File: src/rtl/video_slot_sequencer.sv
// -----------------------------------------------------------------------------
// video_slot_sequencer
//
// Timing sequencer for the video/CGA datapath. A free-running period counter
// of 2^PERIOD_LOG2 cycles is split into 2^LANES_LOG2 equal lanes. In each lane
// it decodes the fixed slot pulses for VRAM fetch, character-ROM read, the
// display pipeline and the CRTC clock. It also grants ISA host accesses inside
// the guarded idle window of each lane. The lane mode is latched only at the
// period boundary, so a mode change never truncates or doubles a fetch.
//
// Ports:
//   clk            in   system clock, rising edge
//   reset_n        in   asynchronous active-low reset
//   lane_sel       in   requested active lanes = 2^min(lane_sel, LANES_LOG2)
//   isa_req        in   level request for an ISA VRAM operation
//   clk_seq        out  current period counter value
//   lane_idx       out  current physical lane
//   lclk           out  pulse at clk_seq == 0
//   hclk           out  pulse at offset 0 of every physical lane
//   crtc_clk       out  pulse at offset 0 of active lanes
//   vram_read      out  offsets 1..3 of every physical lane
//   vram_read_a0   out  offset 2 of every physical lane
//   vram_read_char out  offset 2 of active lanes
//   vram_read_att  out  offset 3 of active lanes
//   charrom_read   out  offset 3 of active lanes
//   disp_pipeline  out  offset 4 of active lanes
//   isa_op_enable  out  offsets 5..L-2 of every lane
//   isa_start      out  same-cycle grant pulse for a legal ISA request
//   isa_busy       out  high for ISA_OP_CYCLES cycles starting at isa_start
// -----------------------------------------------------------------------------
module video_slot_sequencer #(
  parameter int PERIOD_LOG2   = 5,
  parameter int LANES_LOG2    = 1,
  parameter int ISA_OP_CYCLES = 3,
  parameter int ISA_GUARD     = 2,
  localparam int LANE_W       = (LANES_LOG2 > 0) ? LANES_LOG2 : 1
) (
  input  logic                   clk,
  input  logic                   reset_n,
  input  logic [1:0]             lane_sel,
  input  logic                   isa_req,
  output logic [PERIOD_LOG2-1:0] clk_seq,
  output logic [LANE_W-1:0]      lane_idx,
  output logic                   lclk,
  output logic                   hclk,
  output logic                   crtc_clk,
  output logic                   vram_read,
  output logic                   vram_read_a0,
  output logic                   vram_read_char,
  output logic                   vram_read_att,
  output logic                   charrom_read,
  output logic                   disp_pipeline,
  output logic                   isa_op_enable,
  output logic                   isa_start,
  output logic                   isa_busy
);

  localparam int OFF_W      = PERIOD_LOG2 - LANES_LOG2;
  localparam int LANE_LEN   = 1 << OFF_W;
  localparam int MODE_W     = (LANES_LOG2 > 0) ? $clog2(LANES_LOG2 + 1) : 1;
  localparam int CNT_W      = (ISA_OP_CYCLES > 2) ? $clog2(ISA_OP_CYCLES) : 1;
  // Latest offset at which an op plus its guard still ends before the next
  // lane's first vram_read (offset 1 of the following lane).
  localparam int LAST_START = LANE_LEN + 1 - ISA_OP_CYCLES - ISA_GUARD;
  localparam int FIRST_START = 5;

  localparam logic [PERIOD_LOG2-1:0] SEQ_LAST = '1;

  typedef struct packed {
    logic lclk;
    logic hclk;
    logic crtc_clk;
    logic vram_read;
    logic vram_read_a0;
    logic vram_read_char;
    logic vram_read_att;
    logic charrom_read;
    logic disp_pipeline;
    logic isa_op_enable;
  } slots_t;

  typedef enum logic {
    ARB_IDLE = 1'b0,
    ARB_BUSY = 1'b1
  } arb_state_t;

  // Clamp the requested lane count to what the period physically provides.
  function automatic logic [MODE_W-1:0] eff_mode(input logic [1:0] sel);
    int s;
    s = int'(sel);
    if (s > LANES_LOG2) begin
      return MODE_W'(LANES_LOG2);
    end else begin
      return MODE_W'(s);
    end
  endfunction

  function automatic logic [LANE_W-1:0] lane_of(input logic [PERIOD_LOG2-1:0] seq);
    return LANE_W'(seq >> OFF_W);
  endfunction

  // A lane is active when its index is a multiple of the stride
  // 2^(LANES_LOG2 - mode), i.e. its low stride bits are all zero.
  function automatic logic lane_active(input logic [LANE_W-1:0] lane,
                                       input logic [MODE_W-1:0] mode);
    int stride_log2;
    logic [LANE_W-1:0] mask;
    stride_log2 = LANES_LOG2 - int'(mode);
    mask = '0;
    for (int b = 0; b < LANE_W; b++) begin
      mask[b] = (b < stride_log2) ? 1'b1 : 1'b0;
    end
    return ((lane & mask) == '0);
  endfunction

  function automatic slots_t decode(input logic [PERIOD_LOG2-1:0] seq,
                                    input logic [MODE_W-1:0]      mode);
    slots_t s;
    logic [OFF_W-1:0] off;
    logic act;
    off = seq[OFF_W-1:0];
    act = lane_active(lane_of(seq), mode);
    s.lclk           = (seq == '0);
    s.hclk           = (off == OFF_W'(0));
    s.crtc_clk       = act && (off == OFF_W'(0));
    s.vram_read      = (off >= OFF_W'(1)) && (off <= OFF_W'(3));
    s.vram_read_a0   = (off == OFF_W'(2));
    s.vram_read_char = act && (off == OFF_W'(2));
    s.vram_read_att  = act && (off == OFF_W'(3));
    s.charrom_read   = act && (off == OFF_W'(3));
    s.disp_pipeline  = act && (off == OFF_W'(4));
    s.isa_op_enable  = (off >= OFF_W'(5)) && (off <= OFF_W'(LANE_LEN - 2));
    return s;
  endfunction

  logic [PERIOD_LOG2-1:0] clk_seq_q, clk_seq_d;
  logic [MODE_W-1:0]      mode_q, mode_d;
  logic [LANE_W-1:0]      lane_idx_q, lane_idx_d;
  slots_t                 slots_q, slots_d;
  arb_state_t             state_q, state_d;
  logic [CNT_W-1:0]       op_cnt_q, op_cnt_d;
  logic [OFF_W-1:0]       off_now;
  logic                   isa_legal;

  // Next counter/mode values; slot outputs are decoded from the next state and
  // registered, so each output equals the decode of the current counter and
  // mode while coming straight from a flop (no decode glitches).
  always_comb begin
    clk_seq_d = clk_seq_q + PERIOD_LOG2'(1);
    if (clk_seq_q == SEQ_LAST) begin
      mode_d = eff_mode(lane_sel);
    end else begin
      mode_d = mode_q;
    end
    lane_idx_d = lane_of(clk_seq_d);
    slots_d    = decode(clk_seq_d, mode_d);
  end

  // Period counter, mode latch and registered slot decode.
  always_ff @(posedge clk or negedge reset_n) begin
    if (!reset_n) begin
      clk_seq_q  <= SEQ_LAST;
      mode_q     <= '0;
      lane_idx_q <= lane_of(SEQ_LAST);
      slots_q    <= '0;
    end else begin
      clk_seq_q  <= clk_seq_d;
      mode_q     <= mode_d;
      lane_idx_q <= lane_idx_d;
      slots_q    <= slots_d;
    end
  end

  // Grant window: offset must be past the display slots and leave room for the
  // op plus guard before the next lane's fetch.
  always_comb begin
    off_now   = clk_seq_q[OFF_W-1:0];
    isa_legal = (int'(off_now) >= FIRST_START) && (int'(off_now) <= LAST_START);
    isa_start = (state_q == ARB_IDLE) && isa_req && isa_legal;
    isa_busy  = isa_start || (state_q == ARB_BUSY);
  end

  // Arbiter next state: BUSY covers the op cycles after the grant cycle.
  always_comb begin
    state_d  = state_q;
    op_cnt_d = op_cnt_q;
    case (state_q)
      ARB_IDLE: begin
        if (isa_start && (ISA_OP_CYCLES > 1)) begin
          state_d  = ARB_BUSY;
          op_cnt_d = CNT_W'(ISA_OP_CYCLES - 1);
        end else begin
          state_d  = ARB_IDLE;
          op_cnt_d = '0;
        end
      end
      ARB_BUSY: begin
        if (op_cnt_q == CNT_W'(1)) begin
          state_d  = ARB_IDLE;
          op_cnt_d = '0;
        end else begin
          state_d  = ARB_BUSY;
          op_cnt_d = op_cnt_q - CNT_W'(1);
        end
      end
      default: begin
        state_d  = ARB_IDLE;
        op_cnt_d = '0;
      end
    endcase
  end

  // ISA arbiter state; reset aborts any op in flight.
  always_ff @(posedge clk or negedge reset_n) begin
    if (!reset_n) begin
      state_q  <= ARB_IDLE;
      op_cnt_q <= '0;
    end else begin
      state_q  <= state_d;
      op_cnt_q <= op_cnt_d;
    end
  end

  assign clk_seq        = clk_seq_q;
  assign lane_idx       = lane_idx_q;
  assign lclk           = slots_q.lclk;
  assign hclk           = slots_q.hclk;
  assign crtc_clk       = slots_q.crtc_clk;
  assign vram_read      = slots_q.vram_read;
  assign vram_read_a0   = slots_q.vram_read_a0;
  assign vram_read_char = slots_q.vram_read_char;
  assign vram_read_att  = slots_q.vram_read_att;
  assign charrom_read   = slots_q.charrom_read;
  assign disp_pipeline  = slots_q.disp_pipeline;
  assign isa_op_enable  = slots_q.isa_op_enable;

endmodule

File: config.mk
export PLATFORM = sky130hd
export DESIGN_NAME = video_slot_sequencer
export DESIGN_NICKNAME = d
export VERILOG_FILES = /design/src/rtl/video_slot_sequencer.sv
export SDC_FILE = /design/constraint.sdc
export NUM_CORES = 1
export LEC_CHECK = 0
export CORE_MARGIN = 5
export CORE_UTILIZATION = 26
export CTS_BUF_LIST = sky130_fd_sc_hd__clkbuf_8
export DETAILED_ROUTE_END_ITERATION = 16
export GPL_ROUTABILITY_DRIVEN = 0
export PLACE_DENSITY = 0.49
export SYNTH_ARGS = -nofsm -noshare
export SYNTH_HDL_FRONTEND = slang
export SYNTH_SLANG_ARGS = --single-unit
File: constraint.sdc
create_clock -name clk -period 5.22 [get_ports clk]
set_input_delay 1.044 -clock clk [delete_from_list [all_inputs] [get_ports clk]]
set_output_delay 1.044 -clock clk [all_outputs]
set_load 0.005 [all_outputs]
==> metrics.txt, run 1 <==
outcome completed; Routed WL 1657 um; Via density 4.261; maxcap violations 0; largest net degree at the start of global routing 19; synth unique cells 35; TritonCTS Sinks 18; WP buf/inv 2; worst skew pair latency 0.25 ns; die area 4742 um2; Max Slew Vio Count 0; Die Height 68.87 um; drt wl/cell 11.67 um; CTS max path bufs 2; final number of setup-violating endpoints 0; critical path fanouts, max 4; H-tree depth 1; placed cell area 1134 um2; skew final 0.002352 ns; busiest grt layer met2; post-route antenna net violation count 0; Seq/Total Area, Yosys 50.69%; leakage power 0.4986 nW; largest area contributor in the netlist dfrtp_1; WP data arrival 2.28 ns; CP most frequent cell clkdlybuf4s50_1; Worst-Margin Slew 0.7608 ns; Finished Cell Area 1179 um2; Synth area leaders dfrtp_1 (36%), dfstp_2 (15%), ha_1 (9.7%), buf_4 (2.5%), buf_6 (2.5%); postcts setup bufs 0; flops & latches, synth 18; RSZ-0062 raised after global routing false; # diodes 0; TNS Setup 0 ns; CP Launch Type input port; synthesized instance count 75; DR pass1 iterations 4; layout cells sized above 1 17.71%; max frequency 301.2 MHz; Total GRT Usage 8.136%; Final HPWL DP 1285 um; fillers 353; layout overhead on the synthesized area 30.83%; vias in the first global route 638; Worst VDD drop 0.07365 mV; PortBufs 22; Power Density 239.4 nW/um2; hold crit path type flop to flop; Mapped Area 900.9 um2; crit-path max cell delay 0.51 ns; post-cts repair resize count 0; Rel. slew slack 49.12%; fin nets 109; Rows 21; crit-path cells clkdlybuf4s50_1 > o211ai_2 > o21ai_1 > clkdlybuf4s50_1; WS Path Type input port to output port; M3 GR Usage 2.269%; CTS Buf Count 3; period utilisation layout 63.61%; CP max-delay cell clkdlybuf4s50_1; initial antenna violation count 0; Via Count 605; average size of a mapped cell 12.01 um2; DR DRC count 0; Final Hold Vio Count 0; clock slew seen by the registers of the worst setup and hold paths 0.07 ns; WHS 0.4539 ns; synth warn 0; share of the synthesized area in the top cell type 36.11%; clock root cell clkbuf_8; met2 usage 14.88%; Die Wd 68.87 um; Core Region 3337 um2; Starting Density 27.00%; CP delay by family, top buffers and inverters; CTS tree done; met1 Track Usage GR 8.583%; syn_nets 87; kind of end point of the critical path output port; grt ovf 0; Ports 23; Tmin final 3.320 ns; Critical Path RT 4.18 ns; global-route wire length before repair 2863 um; First DRT Iteration DRCs 8; cts hold-fix bufs 0
path summary, 6_finish.rpt:
| check | startpoint | endpoint | slack [ns] | cells past startpoint |
|---|---|---|---|---|
| setup / recovery | isa_req | isa_busy | 1.90 | 4 |
| hold / removal | op_cnt_q[0]$_DFF_PN0_ | op_cnt_q[0]$_DFF_PN0_ | 0.45 | 1 |
| setup reg to reg | clk_seq[0]$_DFF_PN1_ | charrom_read$_DFF_PN0_ | 3.07 | 6 |
| hold reg to reg | op_cnt_q[0]$_DFF_PN0_ | op_cnt_q[0]$_DFF_PN0_ | 0.45 | 1 |
| max in group asynchronous | reset_n | mode_q$_DFF_PN0_ | 3.51 | 1 |
| min in group asynchronous | reset_n | lclk$_DFF_PN0_ | 1.24 | 1 |
cell usage in the layout (no fill, tap or decap), drive strengths merged, types with 2 or more instances in the layout:
master         instances
dfstp                  5
a21oi                  2
a41oi                  2
nor3b                  4
nand2                  3
clkbuf                 3
inv                    7
nor2                   6
o21ai                  2
ha                     7
clkdlybuf4s50         22
dfrtp                 13
state kept, by name, summed over array words and instances (netlist names):
name and count:
state_q 1, isa_op_enable 1, vram_read_a0 1, hclk 1, crtc_clk 1, mode_q 1
vram_read_char 1, op_cnt_q 2, clk_seq 5, lclk 1, disp_pipeline 1, vram_read 1
charrom_read 1
stage by stage:
step / setup slack, ns / power, mW / instances / utilization [%]
6_report: 1.900 / 0.2822 / 142 / 35.32
5_1_grt: 1.808 / 0.3017 / 142 / 35.32
4_1_cts: 1.887 / 0.2879 / 142 / 35.32
3_5_place_dp: 1.888 / 0.1897 / 138 / 33.97
3_3_place_gp: 1.903 / 0.1880 / 138 / 33.97
2_1_floorplan: 2.879 / 0.1734 / 75 / -
layout make-up:
class                   instances  area [um2]  share of cell area, %
clock buffers                   3       41.29                  3.503
clock inverters                 1       3.754                 0.3185
inverters                       6       22.52                  1.911
multi-input cells              46       376.6                  31.95
flip-flops and latches         18       456.7                  38.75
well taps                      46       57.56                  4.883
repair buffers                 22       220.2                  18.68
metal layers:
metal  vias to the layer above  part of all wire, %
met2                        18                   53
met3                         2                  7.3
met4                         0                 0.78
met1                       288                   39
met5                         -                    0
li1                        297                    -
synthesized netlist by cell type:
cell and n:
a211oi_1 1, a21bo_2 1, a21o_1 1, a21oi_1 2
a32oi_1 1, a41oi_1 1, a41oi_2 1, and2_4 1
and3_1 1, buf_4 3, buf_6 2, dfrtp_1 13
dfstp_2 5, ha_1 7, inv_1 5, inv_2 1
nand2_1 3, nand2b_1 1, nand3_1 1, nand3b_1 1
nand4_2 1, nor2_1 6, nor2b_1 1, nor3_2 1
nor3b_1 3, nor3b_2 1, nor4b_2 1, nor4bb_1 1
o211a_1 1, o211ai_2 1, o21a_1 1, o21ai_1 2
o22ai_1 1, xnor2_1 1, xor2_1 1
cell families after synthesis:
family | share of synthesized area, %
adder cells (fa/ha/maj) | 9.722
XOR/XNOR | 1.945
AND/OR/NAND/NOR | 17.36
flip-flops | 50.69
buffers and inverters | 7.499
AO/OA/AOI/OAI | 12.78
power by group:
| group | switching [mW] | internal [mW] |
|---|---|---|
| Combinational | 0.0165 | 0.0163 |
| Sequential | 0.00471 | 0.149 |
| Clock | 0.0435 | 0.0521 |
Power figures use the tool's default switching activity.
==> run 2: changes to the inputs <==
- clock period: 5.22 -> 3.4 ns (I/O delays scaled with it)
==> metrics.txt, run 2 (same netlist as run 1, synthesis figures left out) <==
max frequency 357.9 MHz; Via Count 612 (was 605); CTS max path bufs 2 (unchanged); WS Path Type flop to output port (was input port to output port); period utilisation layout 82.18%; vias in the first global route 596 (was 638); clock slew seen by the registers of the worst setup and hold paths 0.07 ns (about the same); Core Region 3337 um2 (unchanged); TritonCTS Sinks 18 (unchanged); Rows 21 (unchanged); leakage power 0.4986 nW (unchanged); PortBufs 22 (unchanged); Starting Density 27.00% (unchanged); post-route antenna net violation count 0 (unchanged); DR DRC count 0 (unchanged); setup slack, reg-to-reg 1.22 ns (was 3.07 ns); Max Slew Vio Count 0 (unchanged); drt wl/cell 11.74 um (was 11.67 um); Critical Path RT 2.72 ns (was 4.18 ns); grt ovf 0 (unchanged); outcome completed (unchanged); Ports 23 (unchanged); TNS Setup 0 ns (unchanged); clock root cell clkbuf_8 (unchanged); Total Power 436.1 uW (was 282.2 uW); die area 4742 um2 (unchanged); Finished Cell Area 1179 um2 (unchanged); RSZ-0062 raised after global routing false (unchanged); placed cell area 1134 um2 (unchanged); crit-path cells inv_1 > ha_1 > nand2b_1 > a21oi_1 > o21ai_1 > clkdlybuf4s50_1 (was clkdlybuf4s50_1 > o211ai_2 > o21ai_1 > clkdlybuf4s50_1); Final HPWL DP 1269 um (was 1285 um); skew final 0.005555 ns (was 0.002352 ns); initial antenna violation count 0 (unchanged); layout overhead on the synthesized area 30.83% (unchanged); worst skew pair latency 0.25 ns (about the same); Reg-to-Reg Start clk_seq[0]$_DFF_PN1_ (unchanged); CP max-delay cell dfstp_2 (was clkdlybuf4s50_1); WP buf/inv 2 (unchanged); crit-path max cell delay 0.62 ns (was 0.51 ns); layout cells sized above 1 17.71% (unchanged); Largest register FFs 5 (unchanged); maxcap violations 0 (unchanged); fin nets 109 (unchanged); H-tree depth 1 (unchanged); WHS 0.4310 ns (was 0.4539 ns); largest net degree at the start of global routing 19 (unchanged); First DRT Iteration DRCs 10 (was 8); final number of setup-violating endpoints 0 (unchanged); # diodes 0 (unchanged); most common cell after layout, fill and taps aside clkdlybuf4s50_1 (unchanged); CTS Buf Count 3 (unchanged); critical path fanouts, max 9 (was 4); hold_sp op_cnt_q[0]$_DFF_PN0_ (unchanged); Final Hold Vio Count 0 (unchanged); Worst-Margin Slew 0.7488 ns (was 0.7608 ns); CP delay by family, top flip-flops (was buffers and inverters); Worst VDD drop 0.1399 mV (was 0.07365 mV); hold crit path type flop to flop (unchanged); CP Launch Type flop (was input port); DR pass1 iterations 4 (unchanged); Critical Path Start clk_seq[0]$_DFF_PN1_ (was isa_req); postcts setup bufs 0 (unchanged); fillers 355 (was 353); kind of end point of the critical path output port (unchanged); Routed WL 1667 um (was 1657 um); Power Density 370.0 nW/um2 (was 239.4 nW/um2); post-cts repair resize count 0 (unchanged); global-route wire length before repair 2704 um (was 2863 um); Die Height 68.87 um (unchanged); Tmin final 2.794 ns; CTS tree done (unchanged); most frequent cells in the layout clkdlybuf4s50_1 (22), dfrtp_1 (13), ha_1 (7) (unchanged); Die Wd 68.87 um (unchanged); Total GRT Usage 7.700% (was 8.136%); cts hold-fix bufs 0 (unchanged); WP data arrival 2.11 ns (was 2.28 ns); Rel. slew slack 49.93% (was 49.12%); Via density 4.310 (was 4.261)
[run 2: cell counts in the layout (fill, tap and decap cells not counted)]
No cell type changed its count.
[run 2: worst paths after layout]
path                                     endpoint  cells past startpoint
hold reg to reg             op_cnt_q[0]$_DFF_PN0_                      1
max in group asynchronous        mode_q$_DFF_PN0_                      1
min in group asynchronous   op_cnt_q[1]$_DFF_PN0_                      1
setup / recovery                         isa_busy                      6
hold / removal              op_cnt_q[0]$_DFF_PN0_                      1
setup reg to reg           charrom_read$_DFF_PN0_                      6
[run 2: area by class of cell]
| class | instances | area (um2) | share of cell area, % |
|---|---|---|---|
| flip-flops and latches | 18 | 456.7 | 38.75 |
| repair buffers | 22 | 220.2 | 18.68 |
| multi-input cells | 46 | 376.6 | 31.95 |
| inverters | 6 | 22.52 | 1.911 |
| clock inverters | 1 | 3.754 | 0.3185 |
| clock buffers | 3 | 41.29 | 3.503 |
| well taps | 46 | 57.56 | 4.883 |
[run 2: where the power goes]
group	internal, mW	leakage, nW	switching [mW]
logic	0.0253	0.248	0.0253
clock network	0.0801	0.0269	0.0701
registers	0.229	0.224	0.00662
total	0.334	0.499	0.102
[run 2: metal layers]
layer / vias to the layer above / global-route usage (%) / wire length [um]
li1: 300 / - / -
met1: 294 / 8.700 / 711
met2: 18 / 13.33 / 851
met3: 0 / 2.107 / 104
met4: 0 / 3.650 / 0
met5: - / 0 / 0
[run 2: metrics by stage]
| stage | util, % | instances | worst slack (ns) |
|---|---|---|---|
| 2_1_floorplan | - | 75 | 1.423 |
| 3_3_place_gp | 33.97 | 138 | 0.8077 |
| 3_5_place_dp | 33.97 | 138 | 0.7884 |
| 4_1_cts | 35.32 | 142 | 0.5791 |
| 5_1_grt | 35.32 | 142 | 0.3992 |
| 6_report | 35.32 | 142 | 0.6060 |
